===== src/rtl/pixel_stream_pkg.sv =====
// Shared constants for the pixel stream blocks: default pixel width and
// the frame-sync FSM encodings.
package pixel_stream_pkg;

  localparam int PIXEL_WIDTH = 24;

  localparam logic [0:0] ST_SYNC = 1'b0;
  localparam logic [0:0] ST_PASS = 1'b1;

endpackage


===== src/rtl/pixel_skid_buffer.sv =====
// Two-entry in-order buffer with ready/valid on both sides. The upstream
// ready is a register, so it never depends combinationally on out_ready.
module pixel_skid_buffer #(
  parameter int WIDTH = 26
) (
  input  logic             clk,
  input  logic             rst_n,
  input  logic [WIDTH-1:0] in_data,
  input  logic             in_valid,
  output logic             in_ready,
  output logic [WIDTH-1:0] out_data,
  output logic             out_valid,
  input  logic             out_ready
);

  logic [WIDTH-1:0] mem_reg [2];
  logic             wr_ptr_reg;
  logic             rd_ptr_reg;
  logic [1:0]       count_reg;
  logic [1:0]       count_next;
  logic             ready_reg;
  logic             push;
  logic             pop;

  assign push      = in_valid & ready_reg;
  assign out_valid = (count_reg != 2'd0);
  assign pop       = out_valid & out_ready;
  assign out_data  = mem_reg[rd_ptr_reg];
  assign in_ready  = ready_reg;

  always_comb begin
    count_next = count_reg;
    if (push && !pop) begin
      count_next = count_reg + 2'd1;
    end else if (!push && pop) begin
      count_next = count_reg - 2'd1;
    end
  end

  // ready_reg stays low through reset and rises on the first edge after it.
  always_ff @(posedge clk or negedge rst_n) begin
    if (!rst_n) begin
      mem_reg[0] <= '0;
      mem_reg[1] <= '0;
      wr_ptr_reg <= 1'b0;
      rd_ptr_reg <= 1'b0;
      count_reg  <= 2'd0;
      ready_reg  <= 1'b0;
    end else begin
      if (push) begin
        mem_reg[wr_ptr_reg] <= in_data;
        wr_ptr_reg          <= ~wr_ptr_reg;
      end
      if (pop) begin
        rd_ptr_reg <= ~rd_ptr_reg;
      end
      count_reg <= count_next;
      ready_reg <= (count_next != 2'd2);
    end
  end

endmodule


===== src/rtl/pixel_stream_mux.sv =====
// N-input pixel stream multiplexer that changes source only on frame
// boundaries, re-synchronising to the next SOF of the new source.
module pixel_stream_mux
  import pixel_stream_pkg::*;
#(
  parameter int  DATA_WIDTH = PIXEL_WIDTH,
  parameter int  NUM_INPUTS = 4,
  localparam int SEL_WIDTH  = $clog2(NUM_INPUTS)
) (
  input  logic                             clk,
  input  logic                             rst_n,
  input  logic [NUM_INPUTS*DATA_WIDTH-1:0] in_data,
  input  logic [NUM_INPUTS-1:0]            in_valid,
  input  logic [NUM_INPUTS-1:0]            in_sof,
  input  logic [NUM_INPUTS-1:0]            in_eof,
  output logic [NUM_INPUTS-1:0]            in_ready,
  input  logic [SEL_WIDTH-1:0]             select,
  output logic [DATA_WIDTH-1:0]            out_data,
  output logic                             out_valid,
  output logic                             out_sof,
  output logic                             out_eof,
  input  logic                             out_ready,
  output logic [SEL_WIDTH-1:0]             active_sel,
  output logic                             switching
);

  logic [0:0]            state_reg;
  logic [0:0]            state_next;
  logic [SEL_WIDTH-1:0]  active_sel_reg;
  logic [SEL_WIDTH-1:0]  active_sel_next;
  logic [SEL_WIDTH-1:0]  pending_sel_reg;
  logic                  in_frame_reg;
  logic                  in_frame_next;
  logic                  sel_ok;
  logic                  buf_ready;
  logic                  cur_valid;
  logic                  cur_sof;
  logic                  cur_eof;
  logic [DATA_WIDTH-1:0] cur_data;
  logic                  accept;
  logic                  forward;
  logic [DATA_WIDTH-1:0] ch_data [NUM_INPUTS];

  for (genvar gi = 0; gi < NUM_INPUTS; gi++) begin : g_chan
    assign ch_data[gi]  = in_data[gi*DATA_WIDTH +: DATA_WIDTH];
    assign in_ready[gi] = buf_ready & (active_sel_reg == SEL_WIDTH'(gi));
  end

  // Out-of-range select codes leave the pending selection untouched.
  always_comb begin
    sel_ok = 1'b0;
    for (int k = 0; k < NUM_INPUTS; k++) begin
      if (select == SEL_WIDTH'(k)) begin
        sel_ok = 1'b1;
      end
    end
  end

  assign cur_valid = in_valid[active_sel_reg];
  assign cur_sof   = in_sof[active_sel_reg];
  assign cur_eof   = in_eof[active_sel_reg];
  assign cur_data  = ch_data[active_sel_reg];
  assign accept    = cur_valid & buf_ready;
  assign forward   = accept & ((state_reg == ST_PASS) | cur_sof);

  always_comb begin
    state_next      = state_reg;
    active_sel_next = active_sel_reg;
    in_frame_next   = in_frame_reg;
    if (forward && cur_eof) begin
      in_frame_next = 1'b0;
    end else if (forward && cur_sof) begin
      in_frame_next = 1'b1;
    end
    if (state_reg == ST_SYNC) begin
      if (forward) begin
        state_next = ST_PASS;
      end
    end else if ((pending_sel_reg != active_sel_reg) &&
                 (!in_frame_reg || (accept && cur_eof))) begin
      state_next      = ST_SYNC;
      active_sel_next = pending_sel_reg;
      in_frame_next   = 1'b0;
    end
  end

  always_ff @(posedge clk or negedge rst_n) begin
    if (!rst_n) begin
      state_reg       <= ST_SYNC;
      active_sel_reg  <= '0;
      pending_sel_reg <= '0;
      in_frame_reg    <= 1'b0;
    end else begin
      state_reg      <= state_next;
      active_sel_reg <= active_sel_next;
      in_frame_reg   <= in_frame_next;
      if (sel_ok) begin
        pending_sel_reg <= select;
      end
    end
  end

  pixel_skid_buffer #(
    .WIDTH(DATA_WIDTH + 2)
  ) u_skid (
    .clk      (clk),
    .rst_n    (rst_n),
    .in_data  ({cur_sof, cur_eof, cur_data}),
    .in_valid (forward),
    .in_ready (buf_ready),
    .out_data ({out_sof, out_eof, out_data}),
    .out_valid(out_valid),
    .out_ready(out_ready)
  );

  assign active_sel = active_sel_reg;
  assign switching  = (state_reg == ST_SYNC);

endmodule


===== config.mk =====
export PLATFORM = sky130hd
export DESIGN_NAME = pixel_stream_mux
export DESIGN_NICKNAME = d
export VERILOG_FILES = /design/src/rtl/pixel_stream_pkg.sv /design/src/rtl/pixel_skid_buffer.sv /design/src/rtl/pixel_stream_mux.sv
export SDC_FILE = /design/constraint.sdc
export NUM_CORES = 1
export LEC_CHECK = 0
export BUFFER_PORTS_ARGS = -buffer_cell sky130_fd_sc_hd__buf_2
export CAP_MARGIN = 15
export CORE_UTILIZATION = 25
export CTS_BUF_LIST = sky130_fd_sc_hd__clkbuf_8
export CTS_CLUSTER_SIZE = 10
export DETAILED_ROUTE_END_ITERATION = 16
export GPL_TIMING_DRIVEN = 1
export PLACE_DENSITY = 0.49
export RECOVER_POWER = 25
export SLEW_MARGIN = 20
export SYNTH_ARGS = -nofsm -noshare
export SYNTH_HDL_FRONTEND = slang
export SYNTH_SLANG_ARGS = --single-unit

===== constraint.sdc =====
create_clock -name clk -period 1.88 [get_ports clk]
set_input_delay 0.188 -clock clk [delete_from_list [all_inputs] [get_ports clk]]
set_output_delay 0.188 -clock clk [all_outputs]
set_load 0.03 [all_outputs]

Yosys cells after proc, flatten, opt, wreduce, memory -nomap -nowiden. Cells that the tools add are included.

Register bits: 63. Bits of input ports: 113. Output and inout port bits: 34. Logic and storage cells: 83.

Add/subtract/negate cells: 2. $lt $le $gt $ge: 5. Equality and inequality tests: 8. Multiplexer cells: 28. Bitwise gates (word level): 15. Reduce and logical (&&, ||, !) cells: 15.

Operator list (count): $mux W26 (4); $bwmux W52 (1); $bmux W24 S2 (1); $mux W24 (2); $demux W26 S1 (1); $mux W1 (14); $and A1 B1 Y1 (8); $eq A2 B2 Y1 const B (4); $logic_and A1 B1 Y1 (7); $bmux W1 S2 (3); $eq A2 B1 Y1 const B (2); $ge A2 B2 Y1 const B (2); $logic_not A2 Y1 (2); $mux W2 (2); $not A1 Y2 (2); $ge A3 B3 Y1 const B (1); $logic_not A1 Y1 (3); $lt A2 B3 Y1 const B (1); $not A1 Y1 (3); $not A2 Y3 (1); $add A2 B1 Y2 const B (1); $lt A2 B1 Y1 const B (1); $ne A2 B2 Y1 (1); $ne A2 B2 Y1 const B (1); 5 further kinds (5).

Longest topological paths before layout. Gate-level depths: netlist of the first run.

Word-level depth: 10. Mapped depth: 8.

Hierarchy. A second synthesis of the first run with hierarchy kept.

Cells, all modules: 235. Area, all modules: 3550.9 um^2.

By module, submodules not included: pixel_skid_buffer (times used 1, cells an instance 162, area an instance 2552.4 um^2, seq. area each 1426.4 um^2); pixel_stream_mux (times used 1, cells an instance 73, area an instance 998.5 um^2, seq. area each 150.1 um^2).

Worst setup path before layout of the first run. Ideal clock, no wire load.

Path kind: reg2reg. Start: register active_sel_reg[0], in the netlist active_sel[0]. End: register u_skid.mem_reg[32] (netlist bit). Setup time: 0.125 ns. Arrival: 2.149 ns. Data required time: 1.755 ns. Slack: -0.394 ns. Stages on the path, launching flop included: 9. Path buffers: 3. Cell sequence: dfrtp_1 > buf_2 > nand2_1 > o22a_1 > a311oi_4 > nand2b_2 > buf_6 > buf_8 > mux2_4.

Word-level cells in the longest chain between the ends: 5. Elaborated cells between the ends (all ways): 13. Those cells by class: mux (8); bitwise (5).

RTL lines: start, declared (line pixel_stream_mux.sv:29) `logic [SEL_WIDTH-1:0] active_sel_reg;`; start signal, assigned (line pixel_stream_mux.sv:95) `active_sel_reg <= active_sel_next;`; $bmux W1 S2, or another cell as far along (line pixel_stream_mux.sv:59) `assign cur_valid = in_valid[active_sel_reg];`; $mux W1 (implied by the code), or another cell as far along (line pixel_stream_mux.sv:59); $and A1 B1 Y1, or another cell as far along (line pixel_stream_mux.sv:63) `assign accept = cur_valid & buf_ready;`; $and A1 B1 Y1 or $mux W24 (tied branches) (line pixel_stream_mux.sv:64, pixel_stream_mux.sv:62); $and A1 B1 Y1 or $bwmux W52 (tied branches) (line pixel_skid_buffer.sv:25, pixel_skid_buffer.sv:51); end signal, assigned by index (line pixel_skid_buffer.sv:51) `mem_reg[wr_ptr_reg] <= in_data;`; end, declared (line pixel_skid_buffer.sv:16) `logic [WIDTH-1:0] mem_reg [2];`.

Several ways; a longest one is shown, not always the timed one. The select of a mux whose other input is x is not followed. A chain may end at the register's enable or synchronous reset.

Worst setup path in the final report of the first run.
Start: register active_sel_reg[1], in the netlist active_sel[1]. End: register u_skid.mem_reg[50] (netlist bit).

Word-level cells in the longest chain between the ends: 5. Elaborated cells between the ends (all ways): 11. Those cells by class: mux (7); bitwise (4).

RTL lines: $bmux W1 S2, on equally long branches (line pixel_stream_mux.sv:59, pixel_stream_mux.sv:60); $mux W1, on equally long branches (line pixel_stream_mux.sv:59, pixel_stream_mux.sv:60); $and A1 B1 Y1 or $or A1 B1 Y1 (tied branches) (line pixel_stream_mux.sv:63, pixel_stream_mux.sv:64); $and A1 B1 Y1 (line pixel_stream_mux.sv:64) `assign forward = accept & ((state_reg == ST_PASS) | cur_sof);`; $and A1 B1 Y1 (line pixel_skid_buffer.sv:25) `assign push = in_valid & ready_reg;`.

Several ways; a longest one is shown, not always the timed one. The select of a mux whose other input is x is not followed.

==> reports/results.tsv, run 1 <==
metric	value	unit
yosysSeqAreaShare	0.438	
clk_pin_slew_worst_paths	70	ps
drt-met1-wl	3.73	mm
dp_hpwl	6.38	mm
power	9.81	mW
hp-class	input pin to flop	
fillers	1426	
critical_path_cell_count	7	
largest_reg_flops	52	
area_delta_synth_final	38.7	%
cp_top_family	compound AO/OA/AOI/OAI gates	
wl	8.44	mm
ys_warn_count	0	
routed_via_density	4.38	
grt_max_degree	29	
drt_iter0_drc	76	
rr_startpoint	active_sel[1]	
synthesis.area	3600	µm²
r2r-end	u_skid.mem_reg[50]	
yosys-top-cells-area	dfrtp_1 (44%), mux2_2 (16%), mux4_2 (16%)	
cts-root-buf	clkbuf_8	
critPathMaxStageDelay	460	ps
status	finished, violations left	
ys_types	34	
cts_buffer_depth	2	
crit_chain	mux2i_1 > o22a_1 > a311oi_4 > buf_6 > nand2b_4 > buf_12 > mux2_4	
dp.cells	560	
fp.dieH	122	µm
clock-sinks	63	
violations	setup timing	
avgSynthCellArea	15.5	µm²
rsz0062_at_grt	true	
via_count	2560	
io-pin-count	147	
r2r_cells	7	
rows	43	
syn-num-nets	346	
antenna_left	0	
fp.coreArea	14000	µm²
antenna_found_initial	0	
num_antenna_cells	0	
fin_cells	584	
dieArea	14900	µm²
critical_path.startpoint_type	flop	
ctsHtreeMaxLevel	3	
seqCellArea	1580	µm²
slew_violations	0	
synthCells	232	
maxCapViolations	0	
finalSetupViolCount	52	
worstMarginPinSlew	680	ps
fin_skew	7.83	ps
yosysTopAreaCell	dfrtp_1	
cts_tree	done	
netlist.area_leader.share	0.438	
grt_pass1_wl	13.6	mm
wl_met2	4.12	mm
ys_seq_elements	63	
place_congestion	0.720	
finalCritPeriodShare	1.03	
layout.nets	513	
period_needed	1940	ps
finalHoldViolCount	0	
multi_input_area	1930	µm²
cpMaxStageDelayCell	dfrtp_2	
reg2reg_setup_slack	-60	ps
fmax	514	MHz
grt_remaining_overflow	0	
grt_use_total	0.123	
drtPass1Iterations	4	
port_buffers	146	
clock_latency	350	ps
setup_slack	-64.7	ps
required	2110	ps
die_x	122	µm
numCtsBuffers	9	
wl_met3	463	µm
crit_end	u_skid.mem_reg[50]	
slew_headroom	0.547	
crit_fanout	14	
cp.arrival	2170	ps
ir_worst_vdd	0.626	mV
worst-setup-path-type	flop to flop	
cp-end-kind	flop	
grt_pass1_vias	2757	
pwr_density_cell	1970	nW/µm²
wl_per_cell	14.5	µm
topRoutingLayerUsed	met4	
initial_utilization	0.257	
drive_gt1_frac	0.748	
cp-startpoint	active_sel[1]	
drc_errors	0	
cp_num_buf_inv	2	
static-leakage-power	2.43	nW
how the worst min path moves through the flow:
| stage | startpoint | to | slack, ps | cells past startpoint |
|---|---|---|---|---|
| after global placement | rst_n | u_skid.mem_reg[34] | 230 | 1 |
| after CTS | in_data[83] | u_skid.mem_reg[11] | 280 | 3 |
| after detailed placement | rst_n | u_skid.mem_reg[34] | 240 | 1 |
| final | in_data[83] | u_skid.mem_reg[11] | 310 | 3 |
| after global routing | in_data[10] | u_skid.mem_reg[36] | 290 | 3 |
| after floorplan | rst_n | active_sel[0] | -110 | 0 |
placed cells by master, fill, tap and decap left out, types with 4 or more instances in the layout:
master / netlist / layout
dfrtp_1: 63 / 61
buf_12: 1 / 5
buf_4: 3 / 17
mux2_4: 20 / 30
mux2i_1: 6 / 6
nor2_1: 5 / 5
inv_1: 6 / 6
mux2_2: 50 / 50
clkbuf_8: 0 / 12
mux4_2: 25 / 25
buf_2: 4 / 145
nand2_1: 4 / 4
stage by stage:
stage	util	TNS [ps]	worst slack [ps]	cell area, µm²	hold slack [ps]
floorplan	-	-15500	-365	3660	-108
global placement	0.334	-2260	-85.8	4670	228
detailed placement	0.334	-5230	-142	4670	239
CTS	0.354	-1770	-78.4	4950	278
global route	0.357	-5600	-136	4990	294
finish	0.357	-1850	-64.7	4990	307
routing by layer:
| layer | track usage | vias up |
|---|---|---|
| met3 | 0.0262 | 8 |
| li1 | - | 1202 |
| met4 | 0.0648 | 0 |
| met2 | 0.203 | 79 |
| met1 | 0.151 | 1271 |
| met5 | 0 | - |
area by class of cell:
class,instances,area share
timing repair buffer,174,0.206
inverter,6,0.00451
multi-input combinational,145,0.387
clock buffer,12,0.0331
clock inverter,4,0.00877
tap,180,0.0451
sequential,63,0.316
cells by family (layout without fill, tap and decap cells):
logic type               count (synthesis)  count (layout)  share of synthesized area
adder cells (fa/ha/maj)                  1               1                    0.00348
flip-flops                              63              63                      0.438
buffers and inverters                   24             196                     0.0455
AND/OR/NAND/NOR                         18              18                     0.0306
multiplexers                           111             111                      0.444
AO/OA/AOI/OAI                            9               9                     0.0236
XOR/XNOR                                 6               6                     0.0146
cell usage after synthesis:
cell,instances
nor2b_1,1
buf_4,3
and2_1,1
ha_1,1
a311oi_4,1
buf_2,4
buf_12,1
mux2i_1,6
xor2_1,4
o211ai_1,1
nor2_1,5
nand2_1,4
dfrtp_1,63
clkbuf_1,5
mux2_2,50
buf_8,1
nor3b_1,2
o21a_1,2
mux2_1,10
a21boi_0,1
and3b_1,1
nand2b_4,1
inv_1,6
a211oi_1,1
o21ai_0,1
xnor2_1,2
mux4_2,25
nand2b_2,1
mux2_4,20
buf_6,4
a22oi_1,1
nand2_4,1
o22a_1,1
or2_2,1
power breakdown:
| part | switching [mW] | leakage [nW] | internal, mW |
|---|---|---|---|
| clock | 0.519 | 0.114 | 0.712 |
| combinational | 2.99 | 1.57 | 3.15 |
| sequential | 0.381 | 0.742 | 2.06 |
| total | 3.89 | 2.43 | 5.93 |
worst min-delay path: stages:
cell	delay [ps]
buf_2	70
mux4_2	230
mux2_4	130
what timing repair did:
action | CTS | global route
gates resized for setup | 5 | 4
buffers inserted | 2 | 3
hold endpoints to repair | 25 | 0
pin swaps | 1 | 4
hold buffers | 3 | 0
endpoints found under the setup margin | 55 | 58
(Power assumes the default switching activity.)
==> run 2, diff against run 1 <==
--- a/config.mk
+++ b/config.mk
@@ -5,14 +5,14 @@
 export SDC_FILE = /design/constraint.sdc
 export NUM_CORES = 1
 export LEC_CHECK = 0
-export BUFFER_PORTS_ARGS = -buffer_cell sky130_fd_sc_hd__buf_2
 export CAP_MARGIN = 15
 export CORE_UTILIZATION = 25
 export CTS_BUF_LIST = sky130_fd_sc_hd__clkbuf_8
 export CTS_CLUSTER_SIZE = 10
 export DETAILED_ROUTE_END_ITERATION = 16
+export DONT_BUFFER_PORTS = 1
 export GPL_TIMING_DRIVEN = 1
-export PLACE_DENSITY = 0.49
+export PLACE_DENSITY = 0.4
 export RECOVER_POWER = 25
 export SLEW_MARGIN = 20
 export SYNTH_ARGS = -nofsm -noshare
==> run 2 against run 1 <==
Compared with the run above: the flow still finishes with violations (setup timing); core utilization down 4.6 points; maximum frequency down 0.60%; wire length up 3.6%; via count down 21%; register-to-register slack about the same; hold slack worse by 110 ps; die area unchanged; clock power down 12%; global-route usage down 0.059 points; critical endpoint is now u_skid.mem_reg[33]; largest power group unchanged; highest routed layer is now met5.
==> reports/results.tsv, run 2 (synthesis gave the netlist of run 1 again) <==
metric	value	unit
status	finished, violations left	
violations	setup timing	
grt_pass1_vias	2169	
fmax	511	MHz
dp.cells	420	
routed_via_density	4.57	
finalSetupViolCount	52	
cp-end-kind	flop	
p_int	5.59	mW
slew_violations	0	
worstMarginPinSlew	900	ps
cts-root-buf	clkbuf_8	
fin_skew	9.10	ps
reg2reg_setup_slack	-80	ps
setup-tns-final	-2660	ps
area_delta_synth_final	20.8	%
drt_iter0_drc	29	
grt_use_total	0.123	
clock_latency	350	ps
maxCapViolations	0	
antenna_left	0	
io-pin-count	147	
rsz0062_at_grt	true	
finalHoldViolCount	0	
wl	8.75	mm
clock-sinks	63	
cp.arrival	2190	ps
via_count	2028	
rows	43	
p_seq_frac	0.262	
fp.coreArea	14000	µm²
p_switching	3.91	mW
grt_pass1_wl	13.0	mm
numCtsBuffers	9	
largest_reg_flops	52	
finalCritPeriodShare	1.04	
ctsHtreeMaxLevel	3	
num_antenna_cells	0	
cts_buffer_depth	2	
rr_startpoint	active_sel[1]	
share_comb_of_total_power	0.624	
wl_per_cell	19.7	µm
grt_remaining_overflow	0	
period_needed	1960	ps
port_buffers	0	
setup_slack	-76.5	ps
drc_errors	0	
critical_path.startpoint_type	flop	
hp-class	input pin to flop	
place_congestion	0.717	
initial_utilization	0.257	
fin_cells	444	
fp.dieH	122	µm
swShare	0.411	
grt_max_degree	64	
final_common_cell	dfrtp_1	
drive_gt1_frac	0.625	
slew_headroom	0.400	
die_x	122	µm
antenna_found_initial	2	
worst-setup-path-type	flop to flop	
ir_worst_vdd	0.646	mV
power.share.clock	0.113	
dp_hpwl	5.90	mm
layout.nets	373	
cts_tree	done	
pwr_density_cell	2190	nW/µm²
static-leakage-power	1.88	nW
cp-startpoint	active_sel[1]	
required	2120	ps
drtPass1Iterations	4	
clk_pin_slew_worst_paths	70	ps
crit_fanout	18	
worstHoldStart	out_ready	
dieArea	14900	µm²
most-common-layout-cells	dfrtp_1 (60), mux2_2 (49), mux2_4 (31)	
## run 2: changes by cell type in the layout (fill, tap and decap cells not counted), moves of 2 or more
cell       before  now
buf_2         145    0
clkbuf_16       0    2
buf_6           2    4
clkinv_2        2    4
## run 2: final timing paths
path | end | depth (start not counted)
max in group asynchronous | active_sel[0] | 2
worst min register to register | u_skid.mem_reg[27] | 1
min in group asynchronous | u_skid.mem_reg[48] | 2
worst max register to register | u_skid.mem_reg[33] | 7
worst max-delay path | u_skid.mem_reg[33] | 7
worst min-delay path | u_skid.rd_ptr_reg | 2
## run 2: timing repair
action | CTS | global route
endpoints found under the setup margin | 57 | 80
pin swaps | 2 | 4
endpoints found under the hold margin | 65 | 0
hold buffers | 4 | 0
resized for setup | 6 | 10
cloned | 0 | 2
buffers inserted | 1 | 3
## run 2: cell type report
cell class | count | area (µm²)
Clock inverter | 5 | 23.8
Timing Repair Buffer | 34 | 388
Inverter | 6 | 22.5
Multi-Input combinational cell | 145 | 1960
Clock buffer | 11 | 151
Tap cell | 180 | 225
Fill cell | 1410 | 9640
Sequential cell | 63 | 1580
## run 2: layer usage
layer | up-vias | GRT usage | part of all wire
li1 | 922 | - | -
met2 | 64 | 0.205 | 0.52
met3 | 11 | 0.0599 | 0.080
met5 | - | 0 | 0.0015
met4 | 2 | 0.0394 | 0.012
met1 | 1029 | 0.136 | 0.39
## run 2: metrics by stage
stage / setup WS (ps) / total power [mW] / instance area [µm²] / hold slack [ps] / util
CTS: -116 / 9.49 / 4270 / 186 / 0.305
global route: -164 / 10.2 / 4350 / 182 / 0.311
global placement: -80.9 / 8.13 / 3990 / -106 / 0.286
detailed placement: -124 / 8.18 / 3990 / -106 / 0.286
finish: -76.5 / 9.50 / 4350 / 201 / 0.311
floorplan: -365 / 7.04 / 3660 / -108 / -
## run 2: critical path, stage by stage (launching register included)
cell and delay, ps:
dfrtp_2 480, mux2i_1 150, o22a_1 250, a311oi_4 250, buf_4 170, nand2b_4 60, buf_12 170, mux2_4 300
## run 2: power by group through the flow
stage                     Sequential [mW]  Clock (mW)  Combinational (mW)
after detailed placement             2.49           0                5.69
after floorplan                      2.37           0                4.67
after CTS                            2.47        1.15                5.86
after global routing                 2.60        1.22                6.35
final                                2.49        1.08                5.93
after global placement               2.47           0                5.66
